**config.mk**
```make
export PLATFORM = sky130hd
export DESIGN_NAME = sm_addsub_pipe
export DESIGN_NICKNAME = d
export VERILOG_FILES = /design/src/rtl/sm_addsub_pipe.sv
export SDC_FILE = /design/constraint.sdc
export NUM_CORES = 1
export LEC_CHECK = 0
export ABC_AREA = 0
export ABC_CLOCK_PERIOD_IN_PS = 3900
export BUFFER_PORTS_ARGS = -buffer_cell sky130_fd_sc_hd__clkbuf_2
export CAP_MARGIN = 10
export CORE_MARGIN = 2
export CORE_UTILIZATION = 54
export CTS_BUF_LIST = sky130_fd_sc_hd__clkbuf_16
export DETAILED_ROUTE_END_ITERATION = 8
export GPL_ROUTABILITY_DRIVEN = 0
export PLACE_DENSITY = 0.74
export SETUP_SLACK_MARGIN = 0.3
export SKIP_CTS_REPAIR_TIMING = 1
export SLEW_MARGIN = 10
export SYNTH_ARGS = -nofsm -noshare
export SYNTH_HDL_FRONTEND = slang
export SYNTH_SLANG_ARGS = --single-unit
export TNS_END_PERCENT = 20
```
**constraint.sdc**
```tcl
create_clock -name Clock -period 3.9 [get_ports Clock]
set_input_delay 0.195 -clock Clock [delete_from_list [all_inputs] [get_ports Clock]]
set_output_delay 0.195 -clock Clock [all_outputs]
set_load 0.03 [all_outputs]
```
**src/rtl/sm_addsub_pipe.sv**
```systemverilog
// Sign-magnitude fraction add/sub: 3-stage pipeline (convert, add, output), 1 op/cycle, full valid/ready back-pressure.
// Stalled stages hold their contents and empty stages still accept. Optional Lzc output is enabled by SM_ADDSUB_LZC_EN.
module sm_addsub_pipe #(
  parameter int N = 24
) (
  input  logic         Clock,
  input  logic         ResetN,
  input  logic         InValid,
  output logic         InReady,
  input  logic [N-1:0] FracA,
  input  logic         SignA,
  input  logic [N-1:0] FracB,
  input  logic         SignB,
  input  logic         Sub,
  output logic         OutValid,
  input  logic         OutReady,
  output logic [N-1:0] Result,
  output logic         ResultSign,
  output logic         ccc,
  output logic         ccz,
  output logic         ccv,
  output logic         ccn
`ifdef SM_ADDSUB_LZC_EN
  ,
  output logic [$clog2(N+2)-1:0] Lzc
`endif
);
  localparam int OPW = N + 2;
  localparam int LZW = $clog2(N + 2);

  logic           adv1, adv2, adv3;

  logic           v1_q, v1_d;
  logic [OPW-1:0] opa_q, opa_d, opb_q, opb_d;
  logic           sa1_q, sa1_d, esub1_q, esub1_d;

  logic           v2_q, v2_d;
  logic [OPW-1:0] sum_q, sum_d;
  logic           sa2_q, sa2_d, esub2_q, esub2_d;

  logic           v3_q, v3_d;
  logic [N-1:0]   res_q, res_d;
  logic           rsign_q, rsign_d, c_q, c_d, z_q, z_d, vf_q, vf_d;

  logic           eff_sb;
  logic [OPW-1:0] ext_a, ext_b;
  logic [N:0]     mag;
  logic           mag_z, rsign_w;

  always_comb begin
    adv3 = !v3_q || OutReady;
    adv2 = !v2_q || adv3;
    adv1 = !v1_q || adv2;
  end

  assign InReady = adv1;

  // S1: convert both operands to two's complement
  always_comb begin
    eff_sb  = SignB ^ Sub;
    ext_a   = {2'b00, FracA};
    ext_b   = {2'b00, FracB};
    v1_d    = v1_q;
    opa_d   = opa_q;
    opb_d   = opb_q;
    sa1_d   = sa1_q;
    esub1_d = esub1_q;
    if (adv1) begin
      v1_d = InValid;
      if (InValid) begin
        opa_d   = SignA  ? (~ext_a + OPW'(1)) : ext_a;
        opb_d   = eff_sb ? (~ext_b + OPW'(1)) : ext_b;
        sa1_d   = SignA;
        esub1_d = SignA ^ eff_sb;
      end
    end
  end

  // S2: add; OPW bits are enough for the worst-case magnitude
  always_comb begin
    v2_d    = v2_q;
    sum_d   = sum_q;
    sa2_d   = sa2_q;
    esub2_d = esub2_q;
    if (adv2) begin
      v2_d = v1_q;
      if (v1_q) begin
        sum_d   = opa_q + opb_q;
        sa2_d   = sa1_q;
        esub2_d = esub1_q;
      end
    end
  end

  // S3: low N+1 bits of |sum|, conditional invert plus one
  always_comb begin
    mag     = (sum_q[N:0] ^ {(N+1){sum_q[OPW-1]}}) + {{N{1'b0}}, sum_q[OPW-1]};
    mag_z   = (mag == '0);
    rsign_w = sum_q[OPW-1] && !mag_z;
    v3_d    = v3_q;
    res_d   = res_q;
    rsign_d = rsign_q;
    c_d     = c_q;
    z_d     = z_q;
    vf_d    = vf_q;
    if (adv3) begin
      v3_d = v2_q;
      if (v2_q) begin
        res_d   = mag[N-1:0];
        rsign_d = rsign_w;
        c_d     = mag[N];
        z_d     = mag_z;
        vf_d    = esub2_q && (rsign_w != sa2_q) && !mag_z;
      end
    end
  end

`ifdef SM_ADDSUB_LZC_EN
  logic [LZW-1:0] lzc_q, lzc_d, lzc_w;

  always_comb begin
    lzc_w = LZW'(N + 1);
    for (int i = 0; i <= N; i++) begin
      if (mag[i]) lzc_w = LZW'(N - i);
    end
    lzc_d = lzc_q;
    if (adv3 && v2_q) lzc_d = lzc_w;
  end

  always_ff @(posedge Clock) begin
    if (!ResetN) lzc_q <= '0;
    else         lzc_q <= lzc_d;
  end

  assign Lzc = lzc_q;
`endif

  always_ff @(posedge Clock) begin
    if (!ResetN) begin
      v1_q    <= 1'b0;
      opa_q   <= '0;
      opb_q   <= '0;
      sa1_q   <= 1'b0;
      esub1_q <= 1'b0;
      v2_q    <= 1'b0;
      sum_q   <= '0;
      sa2_q   <= 1'b0;
      esub2_q <= 1'b0;
      v3_q    <= 1'b0;
      res_q   <= '0;
      rsign_q <= 1'b0;
      c_q     <= 1'b0;
      z_q     <= 1'b0;
      vf_q    <= 1'b0;
    end else begin
      v1_q    <= v1_d;
      opa_q   <= opa_d;
      opb_q   <= opb_d;
      sa1_q   <= sa1_d;
      esub1_q <= esub1_d;
      v2_q    <= v2_d;
      sum_q   <= sum_d;
      sa2_q   <= sa2_d;
      esub2_q <= esub2_d;
      v3_q    <= v3_d;
      res_q   <= res_d;
      rsign_q <= rsign_d;
      c_q     <= c_d;
      z_q     <= z_d;
      vf_q    <= vf_d;
    end
  end

  assign OutValid   = v3_q;
  assign Result     = res_q;
  assign ResultSign = rsign_q;
  assign ccc        = c_q;
  assign ccz        = z_q;
  assign ccv        = vf_q;
  assign ccn        = rsign_q;
endmodule
```
==> metrics.md <==
| Metric | Value |
|---|---|
| Status | `finished clean` |
| Core area | `between 10000 and 15000 um2` |
| Vias in the first global route | `about 6.2k` |
| First-pass GRT wire length | `a little under 30000 um` |
| YS warnings | `0` |
| Fin. Hold Viols | `0` |
| Area delta synth->final | `14.1%` |
| DP Area | `8060 um2` |
| Synth Net Count | `1063` |
| Initial Util | `0.549` |
| Max Cap Viol | `0` |
| Clock sink total | `113` |
| GR met1 Demand/Resource | `0.337` |
| WP data required | `4.26 ns` |
| Remaining Overflow, GRT | `0` |
| Maximum vdd drop | `0.303 mV` |
| Most common cell after layout, fill and taps aside | `dfxtp_1` |
| Mapped Avg Cell Area | `~7.8 um2` |
| Yosys cell types | `75` |
| RSZ-0062 raised after global routing | `no` |
| Tmin final | `3.36 ns` |
| R2R Path Start | `sum_q[25]$_SDFFE_PN0P_` |
| Proportion of layout cells with a drive suffix above 1 | `0.138` |
| DRT Pass-1 Iters | `5` |
| Total wire length | `17300 um` |
| NumNets Final | `1106` |
| Synthesized instance count | `978` |
| Clk buf depth | `2` |
| Cell area after synthesis | `7590 um2` |
| GR Util met3 | `0.0432` |
| R2R Path End | `ccz$_SDFFE_PN0P_` |
| HPWL Detailed | `about 13000 um` |
| Post-synth EDFFs | `0` |
| Inst Count DP | `around 1.2k` |
| Setup TNS | `0 ns` |
| Via/cell ratio | `5.72` |
| Final non-filler cell total | `1214` |
| CTS tree | `yes` |
| Port bufs | `85` |
| Slew headroom | `0.231` |
| Via Count | `6948` |
| Worst-skew pair later-pin latency | `0.42 ns` |
| Setup crit start kind | `flop` |
| Antenna Cells | `0` |
| Hold Path End | `opb_q[0]$_SDFFE_PN0P_` |
| # DRC | `0` |
| Clk_skew | `0.00738 ns` |
| Largest net degree at the start of global routing | `50` |
| Total number of placement rows | `43` |
| Leak | `3.52 nW` |
| Hold_sp | `FracB[0]` |
| Initial antenna violation count | `0` |
| Setup-violating endpoint count in the final report | `0` |
| Fmax | `298 MHz` |
| Die area | `about 15000 um2` |
| Clock root cell | `clkbuf_16` |
| IO Count | `86` |
| Die Wd | `about 120 um` |
| HP Class | `in2reg` |
| Top_reg_cell synth | `dfxtp_1` |
| Synth Register Bits | `113` |
| CP Class | `reg2reg` |
| Hold depth | `3` |
| CTS Buf Count | `17` |
| H-tree depth | `4` |
| Worst-path clk slew | `0.06 ns` |
| Chip height | `123 um` |
| Final slew viol count | `0` |
| Seq/Total Area, Yosys | `0.298` |
| Final Instance Area | `8660 um2` |
| Critical Path Fanout Max | `32` |
| GRT Total Usage | `0.241` |
| WL/cell | `14.3 um` |
| R2r setup slk | `0.54 ns` |
| Pwr/cell area | `just over 400 nW/um2` |
| Least-Margin Pin Slew | `1.15 ns` |
| Arrival @ worst endpoint | `3.72 ns` |
| Async set-reset flop share out of synthesis | `0` |
| Fin crit share | `0.861` |
| Commonest cells after routing, fill and taps aside | `dfxtp_1, nand2_1, nor2_1` |
| M2 GR Usage | `0.368` |
| Detail Route Antenna Nets | `0` |
| Worst Setup End Kind | `flop` |
| R2R cell count | `10` |
| GR peak layer | `met2` |
| Initial detailed-routing violation count | `484` |
## routing by layer
layer  up-vias  routed length (um)  part of all wire
li1       3657                   -                 -
met1      3087                8770              0.51
met2       177                7390              0.43
met3        27                 768             0.044
met4         0                 367             0.021
met5         -                   0                 0
## cell families (layout without fill, tap and decap cells)
group	after synthesis	after routing	synth area share
xor+xnor	85	85	0.0981
compound gates	285	285	0.253
buf+inv	99	155	0.0505
fa+ha+maj	30	30	0.0505
flops	113	113	0.298
simple gates	359	359	0.240
mux	7	7	0.00940
## through the flow
step,setup slack [ns],hold WS [ns],power [mW],util
after floorplan,0.357,0.331,1.86,-
after global placement,0.647,0.442,2.02,0.583
after detailed placement,0.549,0.450,2.03,0.583
after CTS,0.583,0.0407,3.61,0.626
after global routing,0.319,0.0680,3.77,0.626
final,0.543,0.0555,3.59,0.626
## worst max-delay path by stage
stage	start	endpoint	slack (ns)	cells past startpoint
global route	sum_q[25]$_SDFFE_PN0P_	ResultSign$_SDFFE_PN0P_	0.32	10
detailed placement	sum_q[25]$_SDFFE_PN0P_	ccv$_SDFFE_PN0P_	0.55	10
CTS	sum_q[25]$_SDFFE_PN0P_	ccv$_SDFFE_PN0P_	0.58	10
global placement	sum_q[25]$_SDFFE_PN0P_	ccv$_SDFFE_PN0P_	0.65	10
finish	sum_q[25]$_SDFFE_PN0P_	ccz$_SDFFE_PN0P_	0.54	10
floorplan	sum_q[25]$_SDFFE_PN0P_	ccz$_SDFFE_PN0P_	0.36	15
## Yosys cell counts (5+ instances only)
| library cell | number | area share |
|---|---|---|
| buf_2 | 6 | 0.0040 |
| nor2_1 | 95 | 0.047 |
| and3_1 | 9 | 0.0074 |
| nor3_1 | 20 | 0.013 |
| buf_1 | 10 | 0.0049 |
| o21ai_0 | 37 | 0.024 |
| a31oi_1 | 7 | 0.0058 |
| nand3b_1 | 5 | 0.0049 |
| inv_1 | 25 | 0.012 |
| o41ai_1 | 8 | 0.0092 |
| nor4_1 | 7 | 0.0058 |
| nand2b_1 | 10 | 0.0082 |
| mux2i_1 | 6 | 0.0079 |
| o21bai_1 | 5 | 0.0049 |
| nand3_1 | 36 | 0.024 |
| nand4_1 | 11 | 0.0091 |
| a21oi_1 | 81 | 0.053 |
| nor2b_1 | 13 | 0.011 |
| nand4b_1 | 6 | 0.0069 |
| o31ai_1 | 17 | 0.017 |
| nand2_1 | 95 | 0.047 |
| o22ai_1 | 7 | 0.0058 |
| clkbuf_1 | 55 | 0.027 |
| xnor2_1 | 39 | 0.045 |
| xor2_1 | 46 | 0.053 |
| o21a_1 | 9 | 0.0089 |
| or4_1 | 13 | 0.013 |
| dfxtp_1 | 113 | 0.30 |
| or3_1 | 12 | 0.0099 |
| a21o_1 | 16 | 0.016 |
| ha_1 | 29 | 0.048 |
| o211ai_1 | 13 | 0.013 |
| a211oi_1 | 49 | 0.048 |
| nor4b_1 | 6 | 0.0069 |
## state kept, by name (all words and copies together) (netlist names), 24 cells and up
signal / count
Result: 24
opa_q: 26
opb_q: 26
sum_q: 26
## worst max-delay path: stages (launching register included)
cell,delay (ns)
dfxtp_2,0.67
ha_1,0.33
ha_1,0.37
nor4b_1,0.28
o22ai_1,0.15
xnor2_1,0.19
nand4_1,0.10
nor4b_1,0.45
nand4_1,0.21
nor4_4,0.34
a41o_1,0.21
## final cells by class
| type | instances | area [um2] |
|---|---|---|
| clock buffer | 17 | 425 |
| clock inverter | 15 | 174 |
| fill | 1274 | 5170 |
| inverter | 27 | 101 |
| multi-input combinational | 766 | 4960 |
| sequential | 113 | 2260 |
| tap | 180 | 225 |
| timing repair buffer | 96 | 508 |
## where the power goes
part	internal (mW)	total [mW]	switching (mW)	leakage, nW
sequential	1.23	1.32	0.0829	0.929
combinational	0.291	0.698	0.407	2.31
clock	1.05	1.58	0.530	0.285
Power figures use the tool's default switching activity.
